## config.mk

```make
export PLATFORM = sky130hd
export DESIGN_NAME = sdram_port_arbiter_flat
export DESIGN_NICKNAME = d
export VERILOG_FILES = /design/src/rtl/sdram_port_arbiter_if.sv /design/src/rtl/sdram_port_arbiter.sv /design/src/flat_wrapper.sv
export SDC_FILE = /design/constraint.sdc
export NUM_CORES = 1
export LEC_CHECK = 0
export BUFFER_PORTS_ARGS = -buffer_cell sky130_fd_sc_hd__clkbuf_2
export CORE_AREA = 2 2 295 297
export CTS_CLUSTER_DIAMETER = 40
export DETAILED_ROUTE_END_ITERATION = 16
export DIE_AREA = 0 0 297 299
export SYNTH_ARGS = -nofsm -noshare
export SYNTH_HDL_FRONTEND = slang
export SYNTH_SLANG_ARGS = --single-unit
```

## constraint.sdc

```tcl
create_clock -name iclk -period 2.4 [get_ports iclk]
set_clock_uncertainty 0.15 [all_clocks]
set_input_delay 0.48 -clock iclk [delete_from_list [all_inputs] [get_ports iclk]]
set_output_delay 0.48 -clock iclk [all_outputs]
set_load 0.02 [all_outputs]
```

## src/rtl/sdram_port_arbiter_if.sv

```systemverilog
// Bundle of every handshake/bus signal between the arbiter, its two clients and the SDRAM controller.
// Latency: none; this is plain wiring.
// Backpressure: none here. Clients hold a level request until they see their ack.
// Ports: client 0 is fetch (read only), client 1 is data (read/write), the imem_* and omem_* signals
// face the controller, and obusy/otimeout are status.
// Modport slave is the arbiter's view; modport master is the view of the clients and controller.
interface sdram_port_arbiter_if #(
  parameter int ADDR_W = 22,
  parameter int DATA_W = 128
);
  logic              i0_read_req;
  logic [ADDR_W-1:0] i0_read_address;
  logic [DATA_W-1:0] o0_read_data;
  logic              o0_read_ack;

  logic              i1_write_req;
  logic [ADDR_W-1:0] i1_write_address;
  logic [DATA_W-1:0] i1_write_data;
  logic              o1_write_ack;
  logic              i1_read_req;
  logic [ADDR_W-1:0] i1_read_address;
  logic [DATA_W-1:0] o1_read_data;
  logic              o1_read_ack;

  logic              omem_write_req;
  logic              omem_read_req;
  logic [ADDR_W-1:0] omem_write_address;
  logic [ADDR_W-1:0] omem_read_address;
  logic [DATA_W-1:0] omem_write_data;
  logic              imem_write_ack;
  logic              imem_read_ack;
  logic [DATA_W-1:0] imem_read_data;
  logic              imem_in_use;

  logic              obusy;
  logic              otimeout;

  modport slave (
    input  i0_read_req, i0_read_address,
    output o0_read_data, o0_read_ack,
    input  i1_write_req, i1_write_address, i1_write_data, i1_read_req, i1_read_address,
    output o1_write_ack, o1_read_data, o1_read_ack,
    output omem_write_req, omem_read_req, omem_write_address, omem_read_address, omem_write_data,
    input  imem_write_ack, imem_read_ack, imem_read_data, imem_in_use,
    output obusy, otimeout
  );

  modport master (
    output i0_read_req, i0_read_address,
    input  o0_read_data, o0_read_ack,
    output i1_write_req, i1_write_address, i1_write_data, i1_read_req, i1_read_address,
    input  o1_write_ack, o1_read_data, o1_read_ack,
    input  omem_write_req, omem_read_req, omem_write_address, omem_read_address, omem_write_data,
    output imem_write_ack, imem_read_ack, imem_read_data, imem_in_use,
    input  obusy, otimeout
  );
endinterface

```

## src/rtl/sdram_port_arbiter.sv

```systemverilog
// Shares one SDRAM controller port between fetch (client 0, read) and data (client 1, read/write).
// Latency: request seen in IDLE at cycle 0 -> controller request from cycle 1 -> client ack 1 cycle after controller ack.
// Backpressure: one transaction in flight; other requests stay pending (level) until the FSM returns to IDLE.
// Ports: iclk, ireset (synchronous, active-high), bus (slave modport of sdram_port_arbiter_if).
// All outputs are registered. Ties alternate between clients; client 1 issues its write before its read.
module sdram_port_arbiter #(
  parameter int ADDR_W  = 22,
  parameter int DATA_W  = 128,
  parameter int TIMEOUT = 4095
) (
  input  logic                 iclk,
  input  logic                 ireset,
  sdram_port_arbiter_if.slave  bus
);
  localparam int CNT_W = $clog2(TIMEOUT + 1);

  typedef enum logic [1:0] {IDLE, ISSUE, WAIT, RESP} state_t;

  state_t            state;
  logic              last_client;  // client of the most recent grant; also the client in flight
  logic              cur_write;    // latched op of the transaction in flight
  logic [CNT_W-1:0]  cnt;

  logic [ADDR_W-1:0] wr_addr_q;
  logic [ADDR_W-1:0] rd_addr_q;
  logic [DATA_W-1:0] wr_data_q;
  logic [DATA_W-1:0] rd0_data_q;
  logic [DATA_W-1:0] rd1_data_q;
  logic              wr_req_q;
  logic              rd_req_q;
  logic              ack0_q;
  logic              ack1w_q;
  logic              ack1r_q;
  logic              busy_q;
  logic              timeout_q;

  logic pend0;
  logic pend1;
  logic sel1;
  logic sel_write;

  assign pend0     = bus.i0_read_req;
  assign pend1     = bus.i1_write_req | bus.i1_read_req;
  // On a tie the client that did not win last time gets the port.
  assign sel1      = pend1 & (~pend0 | ~last_client);
  assign sel_write = sel1 & bus.i1_write_req;

  always_ff @(posedge iclk) begin
    if (ireset) begin
      state       <= IDLE;
      last_client <= 1'b1;
      cur_write   <= 1'b0;
      cnt         <= '0;
      wr_addr_q   <= '0;
      rd_addr_q   <= '0;
      wr_data_q   <= '0;
      rd0_data_q  <= '0;
      rd1_data_q  <= '0;
      wr_req_q    <= 1'b0;
      rd_req_q    <= 1'b0;
      ack0_q      <= 1'b0;
      ack1w_q     <= 1'b0;
      ack1r_q     <= 1'b0;
      busy_q      <= 1'b0;
      timeout_q   <= 1'b0;
    end else begin
      // Client acks are single-cycle pulses; only the WAIT->RESP edge raises one.
      ack0_q  <= 1'b0;
      ack1w_q <= 1'b0;
      ack1r_q <= 1'b0;

      case (state)
        IDLE: begin
          cnt <= '0;
          if (pend0 | pend1) begin
            last_client <= sel1;
            cur_write   <= sel_write;
            busy_q      <= 1'b1;
            state       <= ISSUE;
            if (sel_write) begin
              wr_addr_q <= bus.i1_write_address;
              wr_data_q <= bus.i1_write_data;
              wr_req_q  <= 1'b1;
            end else begin
              rd_addr_q <= sel1 ? bus.i1_read_address : bus.i0_read_address;
              rd_req_q  <= 1'b1;
            end
          end
        end
        ISSUE: begin
          // Drop the request on the same edge in_use is seen so the controller
          // cannot accept it a second time.
          if (bus.imem_in_use) begin
            wr_req_q <= 1'b0;
            rd_req_q <= 1'b0;
            state    <= WAIT;
          end
        end
        WAIT: begin
          if (cur_write && bus.imem_write_ack) begin
            ack1w_q <= 1'b1;
            state   <= RESP;
          end else if (!cur_write && bus.imem_read_ack) begin
            if (last_client) begin
              rd1_data_q <= bus.imem_read_data;
              ack1r_q    <= 1'b1;
            end else begin
              rd0_data_q <= bus.imem_read_data;
              ack0_q     <= 1'b1;
            end
            state <= RESP;
          end
        end
        RESP: begin
          busy_q <= 1'b0;
          state  <= IDLE;
        end
        default: state <= IDLE;
      endcase

      // Watchdog only flags a stuck controller; the transaction keeps waiting.
      if (state == ISSUE || state == WAIT) begin
        if (cnt != CNT_W'(TIMEOUT))
          cnt <= cnt + 1'b1;
        if (cnt >= CNT_W'(TIMEOUT - 1))
          timeout_q <= 1'b1;
      end
    end
  end

  assign bus.omem_write_req     = wr_req_q;
  assign bus.omem_read_req      = rd_req_q;
  assign bus.omem_write_address = wr_addr_q;
  assign bus.omem_read_address  = rd_addr_q;
  assign bus.omem_write_data    = wr_data_q;
  assign bus.o0_read_data       = rd0_data_q;
  assign bus.o0_read_ack        = ack0_q;
  assign bus.o1_read_data       = rd1_data_q;
  assign bus.o1_read_ack        = ack1r_q;
  assign bus.o1_write_ack       = ack1w_q;
  assign bus.obusy              = busy_q;
  assign bus.otimeout           = timeout_q;
endmodule

```

## src/flat_wrapper.sv

```systemverilog
// flat-port wrapper written by rule: the top's interface ports become plain ports
module sdram_port_arbiter_flat 
#(
  parameter int ADDR_W  = 22,
  parameter int DATA_W  = 128,
  parameter int TIMEOUT = 4095
)
  (iclk, ireset, bus_i0_read_req, bus_i0_read_address, bus_o0_read_data, bus_o0_read_ack, bus_i1_write_req, bus_i1_write_address, bus_i1_write_data, bus_i1_read_req, bus_i1_read_address, bus_o1_write_ack, bus_o1_read_data, bus_o1_read_ack, bus_omem_write_req, bus_omem_read_req, bus_omem_write_address, bus_omem_read_address, bus_omem_write_data, bus_imem_write_ack, bus_imem_read_ack, bus_imem_read_data, bus_imem_in_use, bus_obusy, bus_otimeout);
  sdram_port_arbiter_if #(.ADDR_W(ADDR_W), .DATA_W(DATA_W)) bus_i ();
  input  logic iclk;
  input  logic ireset;
  input wire logic [$bits(bus_i.i0_read_req)-1:0] bus_i0_read_req;
  input wire logic [$bits(bus_i.i0_read_address)-1:0] bus_i0_read_address;
  output wire logic [$bits(bus_i.o0_read_data)-1:0] bus_o0_read_data;
  output wire logic [$bits(bus_i.o0_read_ack)-1:0] bus_o0_read_ack;
  input wire logic [$bits(bus_i.i1_write_req)-1:0] bus_i1_write_req;
  input wire logic [$bits(bus_i.i1_write_address)-1:0] bus_i1_write_address;
  input wire logic [$bits(bus_i.i1_write_data)-1:0] bus_i1_write_data;
  input wire logic [$bits(bus_i.i1_read_req)-1:0] bus_i1_read_req;
  input wire logic [$bits(bus_i.i1_read_address)-1:0] bus_i1_read_address;
  output wire logic [$bits(bus_i.o1_write_ack)-1:0] bus_o1_write_ack;
  output wire logic [$bits(bus_i.o1_read_data)-1:0] bus_o1_read_data;
  output wire logic [$bits(bus_i.o1_read_ack)-1:0] bus_o1_read_ack;
  output wire logic [$bits(bus_i.omem_write_req)-1:0] bus_omem_write_req;
  output wire logic [$bits(bus_i.omem_read_req)-1:0] bus_omem_read_req;
  output wire logic [$bits(bus_i.omem_write_address)-1:0] bus_omem_write_address;
  output wire logic [$bits(bus_i.omem_read_address)-1:0] bus_omem_read_address;
  output wire logic [$bits(bus_i.omem_write_data)-1:0] bus_omem_write_data;
  input wire logic [$bits(bus_i.imem_write_ack)-1:0] bus_imem_write_ack;
  input wire logic [$bits(bus_i.imem_read_ack)-1:0] bus_imem_read_ack;
  input wire logic [$bits(bus_i.imem_read_data)-1:0] bus_imem_read_data;
  input wire logic [$bits(bus_i.imem_in_use)-1:0] bus_imem_in_use;
  output wire logic [$bits(bus_i.obusy)-1:0] bus_obusy;
  output wire logic [$bits(bus_i.otimeout)-1:0] bus_otimeout;
  assign bus_i.i0_read_req = bus_i0_read_req;
  assign bus_i.i0_read_address = bus_i0_read_address;
  assign bus_o0_read_data = bus_i.o0_read_data;
  assign bus_o0_read_ack = bus_i.o0_read_ack;
  assign bus_i.i1_write_req = bus_i1_write_req;
  assign bus_i.i1_write_address = bus_i1_write_address;
  assign bus_i.i1_write_data = bus_i1_write_data;
  assign bus_i.i1_read_req = bus_i1_read_req;
  assign bus_i.i1_read_address = bus_i1_read_address;
  assign bus_o1_write_ack = bus_i.o1_write_ack;
  assign bus_o1_read_data = bus_i.o1_read_data;
  assign bus_o1_read_ack = bus_i.o1_read_ack;
  assign bus_omem_write_req = bus_i.omem_write_req;
  assign bus_omem_read_req = bus_i.omem_read_req;
  assign bus_omem_write_address = bus_i.omem_write_address;
  assign bus_omem_read_address = bus_i.omem_read_address;
  assign bus_omem_write_data = bus_i.omem_write_data;
  assign bus_i.imem_write_ack = bus_imem_write_ack;
  assign bus_i.imem_read_ack = bus_imem_read_ack;
  assign bus_i.imem_read_data = bus_imem_read_data;
  assign bus_i.imem_in_use = bus_imem_in_use;
  assign bus_obusy = bus_i.obusy;
  assign bus_otimeout = bus_i.otimeout;
  sdram_port_arbiter #(.ADDR_W(ADDR_W), .DATA_W(DATA_W), .TIMEOUT(TIMEOUT)) u_core (.iclk(iclk), .ireset(ireset), .bus(bus_i));
endmodule
```

==> summary.md, run 1 <==
| Metric | Value |
|---|---|
| Detail Route Antenna Nets | 0 |
| Multi-input logic area | about 6400 um2 |
| CTS tree | built |
| CTS buffer count | 78 |
| Reg2reg start | u_core.last_client |
| XOR/XNOR Fraction of Synth Area | 0.272% |
| Via count | 17835 |
| Post-synth EDFFs | 0 |
| Async set-reset flop share out of synthesis | 0% |
| Number of buffers added on ports | 764 |
| Final hold vios | 0 |
| # H-tree levels | 3 |
| Final period util | between 90% and 100% |
| Layout net count | around 3400 |
| Filler Cell Count | 9015 |
| Cell Rows | 108 |
| Delay-heaviest family, CP | buffers and inverters |
| Final setup fails | 0 |
| Internal Power | 17.4 mW |
| Adder-Cell Fraction of Synth Area | 0.466% |
| CP Cell Sequence | nand2_2, o21ai_4, buf_4, mux2i_1, dlygate4sd3_1, a211oi_1 |
| Pre-Repair DR Iteration Count | 5 |
| Number of remaining DRC errors | 0 |
| Die Footprint | 88800 um2 |
| Root Driver | clkbuf_16 |
| Initial Util | 18.7% |
| Worst-Skew Late Latency | between 600 and 700 ps |
| Worst slew pin tran | 605 ps |
| Total power | ~26 mW |
| Power share of the combinational group | 21.8% |
| Outcome | finished clean |
| Reg power frac | between 30% and 40% |
| Yosys warns | 0 |
| Crit path launch type | flop |
| Worst r2r path cells | 6 |
| Mapped Nets | 2338 |
| Max VDD drop | 656 uV |
| Hold path startpoint | bus_i1_write_data[77] |
| Post-synthesis mux area share | ~1.6% |
| RSZ-0062 raised after global routing | false |
| Max-slew headroom | 59.7% |
| Largest fanout on the critical path | 6 |
| Worst r2r dst | u_core.bus.omem_read_address[11] |
| Vias in the first global route | 17711 |
| Slowest CP cell | dlygate4sd3_1 |
| Max-cap violations | 0 |
| Die X | 297 um |
| Hpwl dp | roughly 45 mm |
| Setup TNS | 0 ps |
| Clk slew on worst S/H paths | 60 ps |
| Hold crit path type | primary input to flop |
| R2R Setup Slk | 190 ps |
| CTS max path bufs | 3 |
| Combinational family with the most area after synthesis | simple AND/OR/NAND/NOR gates |
| Tot GR Track Use | 14.0% |
| F_max | around 0.45 GHz |
| Flip-flop and latch area | 9030 um2 |
| Critical Path RT | around 2800 ps |
| Primary FF master, synth | dfxtp_1 |
| Setup CP Type | flop to flop |
| Final Wtd Congestion | roughly 0.84 |
| Syn avg cell area | 8.04 um2 |
| Synth area leader | dfxtp_1 |
| Critical Path Max Stage Delay | 560 ps |
| Hold depth | 3 |
| CP endpoint kind | flop |
| Net Sw Power | 8.42 mW |
| Synthesized area | 16100 um2 |
| Worst Hold Endpoint | u_core.bus.omem_write_data[77] |
| Die Y | 299 um |
| Simple-Gate Fraction of Synth Area | a little over a fifth |
| P per Cell Area | 946 nW/um2 |
| DRT Wirelength | 64.8 mm |
| WL per Instance | 15.1 um |
| Synthesized instance count | 2002 |
| Complex-gate fraction of the synthesized area | between 10% and 20% |
| Largest cells by area after synthesis | dfxtp_1 (56%), nand2_1 (19%), a21oi_1 (13%), buf_2 (2.1%), mux2i_1 (1.5%) |
| Area Overhead vs Synth | 69.6% |
| Num ports | 765 |
| Final Max Slew Viols | 0 |
| CTS Sinks | 451 |
| Synth top area share | 56.1% |
| Post-synthesis register bit count | about 450 |
| Synth cell types | 55 |
| Seq/Total Area, Yosys | 56.1% |
| Initial DRC Count | approximately 1100 |
| CP bufs+invs | 2 |
| Leakage power | 11.5 nW |
| Number of antenna violations at the first check in global routing | 2 |
| CP arrival | 2600 ps |
| Fraction of layout cells with a size suffix above 1 | 31.6% |
| N_diodes | 0 |
| Largest net degree at the start of global routing | 77 |
| First-pass GRT wire length | slightly below 100 mm |
| Min Tclk post-route | approximately 2200 ps |
| GRT overflow | 0 |
| Clock power share | between 40% and 50% |
| Via/cell ratio | roughly 4.2 |
| Core Box Area | 85900 um2 |
| Sw Share | 32.6% |
[placed cells by master (no fill, tap or decap), types with 8 or more instances in the layout]
cell | synthesis | layout
nand2_1 | 821 | 821
a21oi_1 | 415 | 415
buf_4 | 11 | 37
dlygate4sd3_1 | 0 | 300
a211oi_1 | 21 | 21
clkbuf_16 | 0 | 78
clkbuf_2 | 1 | 763
mux2i_1 | 24 | 24
inv_6 | 0 | 10
buf_12 | 0 | 29
clkinv_2 | 0 | 12
dfxtp_1 | 451 | 451
clkinv_4 | 0 | 9
inv_8 | 0 | 8
nor2_1 | 36 | 36
[worst max-delay path by stage]
stage                       startpoint                          endpoint  slack (ps)  cells after the start
floorplan              u_core.state[0]                     u_core.cnt[7]         640                      7
global placement      bus_i1_write_req  u_core.bus.omem_read_address[17]         220                      5
detailed placement    bus_i1_write_req  u_core.bus.omem_read_address[20]         220                      5
CTS                 u_core.last_client  u_core.bus.omem_read_address[14]          30                      6
global route           u_core.state[0]       u_core.bus.o1_read_data[99]          60                      8
finish              u_core.last_client  u_core.bus.omem_read_address[11]         190                      6
[per-stage QoR]
step	utilization, %	setup slack, ps	area (um2)	instances	hold WS, ps
after detailed placement	25.0	218	21500	3832	295
after global routing	31.8	59.8	27300	4283	18.2
final	31.8	187	27300	4283	62.6
after floorplan	-	635	16100	2002	309
after CTS	31.7	34.4	27300	4278	1.75
after global placement	25.0	220	21500	3832	291
[cells in the mapped netlist (2+ instances only)]
master,instances
buf_1,6
a21oi_1,415
buf_2,67
o211ai_1,2
a32oi_1,2
buf_4,11
dfxtp_1,451
a22o_1,2
ha_1,6
nand4_1,3
buf_6,5
o21ai_0,3
nor3_1,8
inv_1,7
xnor2_1,3
mux2i_1,24
nand3_1,4
nand3_2,2
and4_1,2
clkbuf_1,60
xor2_1,2
a31oi_1,4
o41ai_1,2
nand2b_1,2
a211oi_1,21
mux2_2,2
nor2_1,36
nand2_1,821
and3_1,3
[worst min-delay path, cell delays in order]
cell and delay, ps:
clkbuf_2 100, nand2_1 120, a21oi_1 70
[state kept, by name, indices dropped and copies added, names as in the netlist]
signal	count
u_core.bus.o0_read_ack	1
u_core.bus.omem_read_req	1
u_core.cur_write	1
u_core.bus.o1_read_ack	1
u_core.bus.o1_read_data	128
u_core.bus.omem_read_address	22
u_core.bus.omem_write_data	128
u_core.bus.omem_write_address	22
u_core.bus.otimeout	1
u_core.cnt	12
u_core.state	2
u_core.bus.obusy	1
u_core.bus.o1_write_ack	1
u_core.bus.o0_read_data	128
u_core.bus.omem_write_req	1
u_core.last_client	1
[repair_timing]
item | in CTS | in global routing
resized for setup | 0 | 1
setup endpoints to repair | 0 | 3
hold buffers | 300 | 0
endpoints found under the hold margin | 417 | 0
setup buffers | 0 | 5
[final cells by class]
type	count	share of cell area (%)
clock buffer	88	7.50
clock inverter	58	2.59
inverter	8	0.110
multi-input combinational	1393	23.3
sequential	451	33.1
tap	1155	5.29
timing repair buffer	1130	28.2
[routing by layer]
metal	global-route usage [%]	routed length (um)	vias up
met2	24.0	31200	760
li1	-	-	8692
met3	3.87	4720	140
met5	0	0	-
met4	6.17	2340	0
met1	16.2	26600	8243
[power groups by stage]
stage | registers [mW] | clock network (mW) | logic (mW)
4_1_cts | 8.71 | 11.8 | 5.62
5_1_grt | 8.81 | 12.2 | 6.11
3_3_place_gp | 8.84 | 0 | 5.19
2_1_floorplan | 9.69 | 0 | 2.23
3_5_place_dp | 8.86 | 0 | 5.19
6_report | 8.72 | 11.5 | 5.63
[cells by family (layout without fill, tap and decap cells)]
| group | after synthesis | after routing |
|---|---|---|
| and+or+nand+nor | 889 | 889 |
| AOI/OAI and AO/OA | 467 | 467 |
| DFF | 451 | 451 |
| buffers and inverters | 158 | 1284 |
| muxes | 26 | 26 |
| adders and majority gates | 6 | 6 |
| xor gates and xnor gates | 5 | 5 |
(Power assumes the default switching activity.)
==> run 2: changes to the inputs <==
--- a/config.mk
+++ b/config.mk
@@ -6,10 +6,10 @@
 export NUM_CORES = 1
 export LEC_CHECK = 0
 export BUFFER_PORTS_ARGS = -buffer_cell sky130_fd_sc_hd__clkbuf_2
-export CORE_AREA = 2 2 295 297
+export CORE_AREA = 5 5 298 300
 export CTS_CLUSTER_DIAMETER = 40
 export DETAILED_ROUTE_END_ITERATION = 16
-export DIE_AREA = 0 0 297 299
+export DIE_AREA = 0 0 303 305
 export SYNTH_ARGS = -nofsm -noshare
 export SYNTH_HDL_FRONTEND = slang
 export SYNTH_SLANG_ARGS = --single-unit
==> constraint.sdc (replaced) <==
create_clock -name iclk -period 2.5 [get_ports iclk]
set_clock_uncertainty 0.15 [all_clocks]
set_input_delay 0.5 -clock iclk [delete_from_list [all_inputs] [get_ports iclk]]
set_output_delay 0.5 -clock iclk [all_outputs]
set_load 0.02 [all_outputs]
==> summary.md, run 2 (same netlist as run 1, synthesis figures left out) <==
| Metric | Value |
|---|---|
| Outcome | finished clean (unchanged) |
| R2R Setup Slk | 330 ps (was 190 ps) |
| Layout net count | 3365 (was 3398) |
| Final setup fails | 0 (unchanged) |
| Hpwl dp | 48.4 mm (was 44.5 mm) |
| Hold crit path type | primary input to flop (unchanged) |
| Final period util | 86.6% (was 92.2%) |
| CP arrival | 2570 ps (was 2600 ps) |
| Number of remaining DRC errors | 0 (unchanged) |
| Worst-Skew Late Latency | 620 ps (about the same) |
| Worst Hold Endpoint | u_core.bus.omem_write_data[43] (was u_core.bus.omem_write_data[77]) |
| Final Max Slew Viols | 0 (unchanged) |
| Tot GR Track Use | 13.8% (was 14.0%) |
| Cell Rows | 108 (unchanged) |
| Max-cap violations | 0 (unchanged) |
| Via count | 17531 (was 17835) |
| Filler Cell Count | 9035 (was 9015) |
| Pre-Repair DR Iteration Count | 5 (unchanged) |
| Largest net degree at the start of global routing | 102 (was 77) |
| Flip-flop and latch area | 9030 um2 (unchanged) |
| Initial DRC Count | 1097 (was 1127) |
| Critical Path RT | 2900 ps (was 2790 ps) |
| Setup TNS | 0 ps (unchanged) |
| CTS Sinks | 451 (unchanged) |
| Max VDD drop | 565 uV (was 656 uV) |
| CP endpoint kind | flop (unchanged) |
| Hold_buf cts | 284 (was 300) |
| Final Wtd Congestion | 0.913 (was 0.841) |
| Fraction of layout cells with a size suffix above 1 | 31.3% (was 31.6%) |
| Die Footprint | 92400 um2 (was 88800 um2) |
| # H-tree levels | 3 (unchanged) |
| Final hold vios | 0 (unchanged) |
| First-pass GRT wire length | 101 mm (was 98.8 mm) |
| RSZ-0062 raised after global routing | false (unchanged) |
| Number of antenna violations at the first check in global routing | 6 (was 2) |
| Hold path startpoint | bus_i1_write_data[43] (was bus_i1_write_data[77]) |
| CTS tree | built (unchanged) |
| Reg2reg start | u_core.state[0] (was u_core.last_client) |
| Multi-input logic area | 6350 um2 (about the same) |
| Clk slew on worst S/H paths | 60 ps (about the same) |
| Via/cell ratio | 4.12 (was 4.16) |
| GRT overflow | 0 (unchanged) |
| Die Y | 305 um (was 299 um) |
| Die X | 303 um (was 297 um) |
| Core Box Area | 85900 um2 (unchanged) |
| F_max | 0.462 GHz (was 0.452 GHz) |
| Setup CP Type | flop to flop (unchanged) |
| Total power | 24.2 mW (was 25.8 mW) |
| Max-slew headroom | 48.7% (was 59.7%) |
| Number of buffers added on ports | 764 (unchanged) |
| Largest fanout on the critical path | 69 (was 6) |
| Worst r2r dst | u_core.bus.omem_write_data[10] (was u_core.bus.omem_read_address[11]) |
| Vias in the first global route | 17388 (was 17711) |
| WL per Instance | 16.0 um (was 15.1 um) |
| Area Overhead vs Synth | 66.4% (was 69.6%) |
| Post-CTS setup buffers | 0 (unchanged) |
| Most frequent cells in the layout | nand2_1 (821), clkbuf_2 (763), dfxtp_1 (451) (unchanged) |
| DRT Wirelength | 67.9 mm (was 64.8 mm) |
| CTS max path bufs | 3 (unchanged) |
| Initial Util | 18.7% (unchanged) |
| P per Cell Area | 904 nW/um2 (was 946 nW/um2) |
| Num ports | 765 (unchanged) |
| Leakage power | 11.3 nW (was 11.5 nW) |
| Most common cell after layout, fill and taps aside | nand2_1 (unchanged) |
| Root Driver | clkbuf_16 (unchanged) |
| Worst r2r path cells | 7 (was 6) |
| CTS resizes | 0 (unchanged) |
| Detail Route Antenna Nets | 0 (unchanged) |
| Hold depth | 3 (unchanged) |
| Crit path launch type | flop (unchanged) |
| Min Tclk post-route | 2170 ps (was 2210 ps) |
| Worst slew pin tran | 770 ps (was 605 ps) |
| CTS buffer count | 75 (was 78) |
## run 2: changes by cell type in the layout (fill, tap and decap cells not counted), sizes merged, moves of 2 or more
cell         delta
buf            -14
inv            -12
dlygate4sd3    -16
clkinvlp        +2
diode          +10
## run 2: layer usage
metal | GRT usage, % | routed length (um)
met1 | 16.4 | 27700
met4 | 6.53 | 2590
met5 | 0 | 0
met2 | 22.8 | 31500
met3 | 4.17 | 6090
## run 2: where the power goes
part           switching, mW  total, mW  internal [mW]
clock                   3.91       10.6           6.67
combinational           3.37       5.26           1.89
sequential             0.444       8.39           7.94
total                   7.73       24.2           16.5
## run 2: area by class of cell
class	count	area share (%)
flip-flops and latches	451	33.7
clock inverters	48	2.19
clock buffers	89	7.62
diodes	10	0.0934
well taps	1155	5.39
multi-input cells	1393	23.7
inverters	8	0.112
repair buffers	1100	27.2
## run 2: how the worst max path moves through the flow
stage | from | endpoint | slack, ps
after floorplan | u_core.state[0] | u_core.cnt[7] | 740
after global placement | bus_i1_write_req | u_core.bus.omem_read_address[17] | 350
after detailed placement | bus_i1_write_req | u_core.bus.omem_read_address[17] | 330
after CTS | u_core.state[0] | u_core.bus.omem_write_req | 360
after global routing | u_core.state[0] | u_core.bus.omem_write_data[0] | 190
final | u_core.state[0] | u_core.bus.omem_write_data[10] | 330
## run 2: through the flow
step	instance area [um2]	utilization [%]	std cells	setup WS, ps	hold WS (ps)
floorplan	16100	-	2002	735	309
global placement	21300	24.8	3823	354	290
detailed placement	21300	24.8	3823	330	296
CTS	26800	31.1	4244	361	1.49
global route	26800	31.2	4250	191	42.2
finish	26800	31.2	4254	335	46.9
## run 2: critical path, cell delays in order (launching register included)
cell     delay [ps]
dfxtp_1         330
inv_1            90
ha_1            450
and3_4          320
buf_12          270
buf_4           230
nand2_1          80
a21oi_1         140
==> run 3: changes to the inputs <==
--- a/config.mk
+++ b/config.mk
@@ -6,10 +6,11 @@
 export NUM_CORES = 1
 export LEC_CHECK = 0
 export BUFFER_PORTS_ARGS = -buffer_cell sky130_fd_sc_hd__clkbuf_2
-export CORE_AREA = 5 5 298 300
+export CORE_AREA = 2 2 300 302
 export CTS_CLUSTER_DIAMETER = 40
 export DETAILED_ROUTE_END_ITERATION = 16
-export DIE_AREA = 0 0 303 305
+export DIE_AREA = 0 0 302 304
+export SKIP_LAST_GASP = 1
 export SYNTH_ARGS = -nofsm -noshare
 export SYNTH_HDL_FRONTEND = slang
 export SYNTH_SLANG_ARGS = --single-unit
==> summary.md, run 3 (same netlist as run 1, synthesis figures left out) <==
| Metric | Value |
|---|---|
| Hold crit path type | primary input to flop (unchanged) |
| Pre-Repair DR Iteration Count | 7 (was 5) |
| CP Cell Sequence | inv_1, ha_1, nand2_1, nor3b_2, buf_12, buf_12, nand2_1, a21oi_1 (was inv_1, ha_1, and3_4, buf_12, buf_4, nand2_1, a21oi_1) |
| Area Overhead vs Synth | 67.8% (was 66.4%) |
| Max-cap violations | 0 (unchanged) |
| Dpl cells | 3845 (was 3823) |
| GRT overflow | 0 (unchanged) |
| Number of remaining DRC errors | 0 (unchanged) |
| Initial DRC Count | 1127 (was 1097) |
| Fraction of layout cells with a size suffix above 1 | 31.2% (was 31.3%) |
| Worst slew pin tran | 821 ps (was 770 ps) |
| Root Driver | clkbuf_16 (unchanged) |
| Delay-heaviest family, CP | buffers and inverters (unchanged) |
| Die X | 302 um (was 303 um) |
| Crit path launch type | flop (unchanged) |
| Cell Rows | 110 (was 108) |
| Final period util | 84.5% (was 86.6%) |
| Critical Path Max Stage Delay | 330 ps (was 450 ps) |
| # H-tree levels | 3 (unchanged) |
| Final hold vios | 0 (unchanged) |
| Layout net count | 3372 (was 3365) |
| Final Max Slew Viols | 0 (unchanged) |
| Number of buffers added on ports | 764 (unchanged) |
| Final setup fails | 0 (unchanged) |
| Die Footprint | 91800 um2 (was 92400 um2) |
| Slowest CP cell | dfxtp_1 (was ha_1) |
| Tot GR Track Use | 13.6% (was 13.8%) |
| Final Non-Filler Cells | 4276 (was 4254) |
| Number of antenna violations at the first check in global routing | 4 (was 6) |
| Critical Path RT | 2880 ps (was 2900 ps) |
| Via/cell ratio | 4.12 (about the same) |
| RSZ-0062 raised after global routing | false (unchanged) |
| CP bufs+invs | 3 (unchanged) |
| F_max | 0.474 GHz (was 0.462 GHz) |
| First-pass GRT wire length | 97.4 mm (was 101 mm) |
| Num ports | 765 (unchanged) |
| CTS tree | built (unchanged) |
| Vias in the first global route | 17414 (was 17388) |
| Largest fanout on the critical path | 41 (was 69) |
| Max-slew headroom | 45.3% (was 48.7%) |
| Outcome | finished clean (unchanged) |
| CP endpoint kind | flop (unchanged) |
| CTS Sinks | 451 (unchanged) |
| CTS max path bufs | 3 (unchanged) |
| Hold_ws | 53.9 ps (was 46.9 ps) |
| Post-CTS setup buffers | 0 (unchanged) |
| Die Y | 304 um (was 305 um) |
| Largest net degree at the start of global routing | 146 (was 102) |
| Worst-Skew Late Latency | 620 ps (about the same) |
| Min Tclk post-route | 2110 ps (was 2170 ps) |
| Detail Route Antenna Nets | 0 (unchanged) |
| Final Wtd Congestion | 0.810 (was 0.913) |
| Setup CP Type | flop to flop (unchanged) |
| WL per Instance | 15.2 um (was 16.0 um) |
| Max VDD drop | 562 uV (was 565 uV) |
| Most frequent cells in the layout | nand2_1 (821), clkbuf_2 (763), dfxtp_1 (451) (unchanged) |
| Via count | 17604 (was 17531) |
| P per Cell Area | 917 nW/um2 (was 904 nW/um2) |
| Hpwl dp | 46.0 mm (was 48.4 mm) |
| Leakage power | 11.4 nW (was 11.3 nW) |
| Initial Util | 18.1% (was 18.7%) |
| CTS buffer count | 78 (was 75) |
| Most common cell after layout, fill and taps aside | nand2_1 (unchanged) |
| Clk slew on worst S/H paths | 50 ps (was 60 ps) |
| Setup TNS | 0 ps (unchanged) |
| CP arrival | 2490 ps (was 2570 ps) |
| DRT Wirelength | 65.2 mm (was 67.9 mm) |
| Core Box Area | 89000 um2 (was 85900 um2) |
==> run 3: cell count changes in the layout (fill, tap and decap cells not counted), sizes merged, moves of 2 or more <==
cell,delta
inv,+3
diode,-9
clkbuf,+9
clkinvlp,-5
dlygate4sd3,+3
clkinv,-3
bufinv,+2
==> run 3: layout make-up <==
cell class / instances / area [um2]
timing repair buffer: 1104 / 7370
clock inverter: 45 / 646
antenna: 1 / 2.50
fill: 9350 / 62000
inverter: 8 / 30.0
tap: 1176 / 1470
multi-input combinational: 1393 / 6350
sequential: 451 / 9030
clock buffer: 98 / 2140
==> run 3: power breakdown <==
group,internal (mW),switching [mW],leakage [nW],total (mW)
sequential,7.94,0.438,3.66,8.38
combinational,1.92,3.36,6.40,5.29
clock,7.13,4.00,1.35,11.1
==> run 3: path summary, 6_finish.rpt <==
kind                                from                          endpoint  slack, ps  cells past startpoint
max reg2reg              u_core.state[0]       u_core.bus.o1_read_data[48]        390                      8
min reg2reg  u_core.bus.o1_read_data[15]       u_core.bus.o1_read_data[15]        300                      2
min              bus_i0_read_address[20]  u_core.bus.omem_read_address[20]         50                      3
max                      u_core.state[0]       u_core.bus.o1_read_data[48]        390                      8
==> run 3: metrics by stage <==
stage	area [um2]	util (%)	worst slack, ps	power (mW)
after floorplan	16100	-	735	11.4
after global placement	21400	24.0	445	13.4
after detailed placement	21400	24.0	398	13.4
after CTS	27000	30.4	370	25.1
after global routing	27000	30.4	229	26.0
final	27000	30.4	388	24.8
==> run 3: routing by layer <==
layer | vias up | routed length, um | share of wire, % | global-route usage (%)
li1 | 8643 | - | - | -
met1 | 8115 | 26100 | 40 | 15.2
met2 | 710 | 31200 | 48 | 23.2
met3 | 132 | 5370 | 8.2 | 4.07
met4 | 4 | 2470 | 3.8 | 6.78
met5 | - | 27 | 0.041 | 0
==> run 3: worst reg2reg max path: stages, from the launching register on <==
cell and delay, ps:
dfxtp_1 330, inv_1 90, ha_1 230, nand2_1 140, nor3b_2 260, buf_12 250
buf_12 330, nand2_1 90, a21oi_1 140
==> run 3: what timing repair did <==
action | 4_1_cts | 5_1_grt
hold endpoints to repair | 409 | 0
resized for setup | 0 | 0
hold buffers | 287 | 0
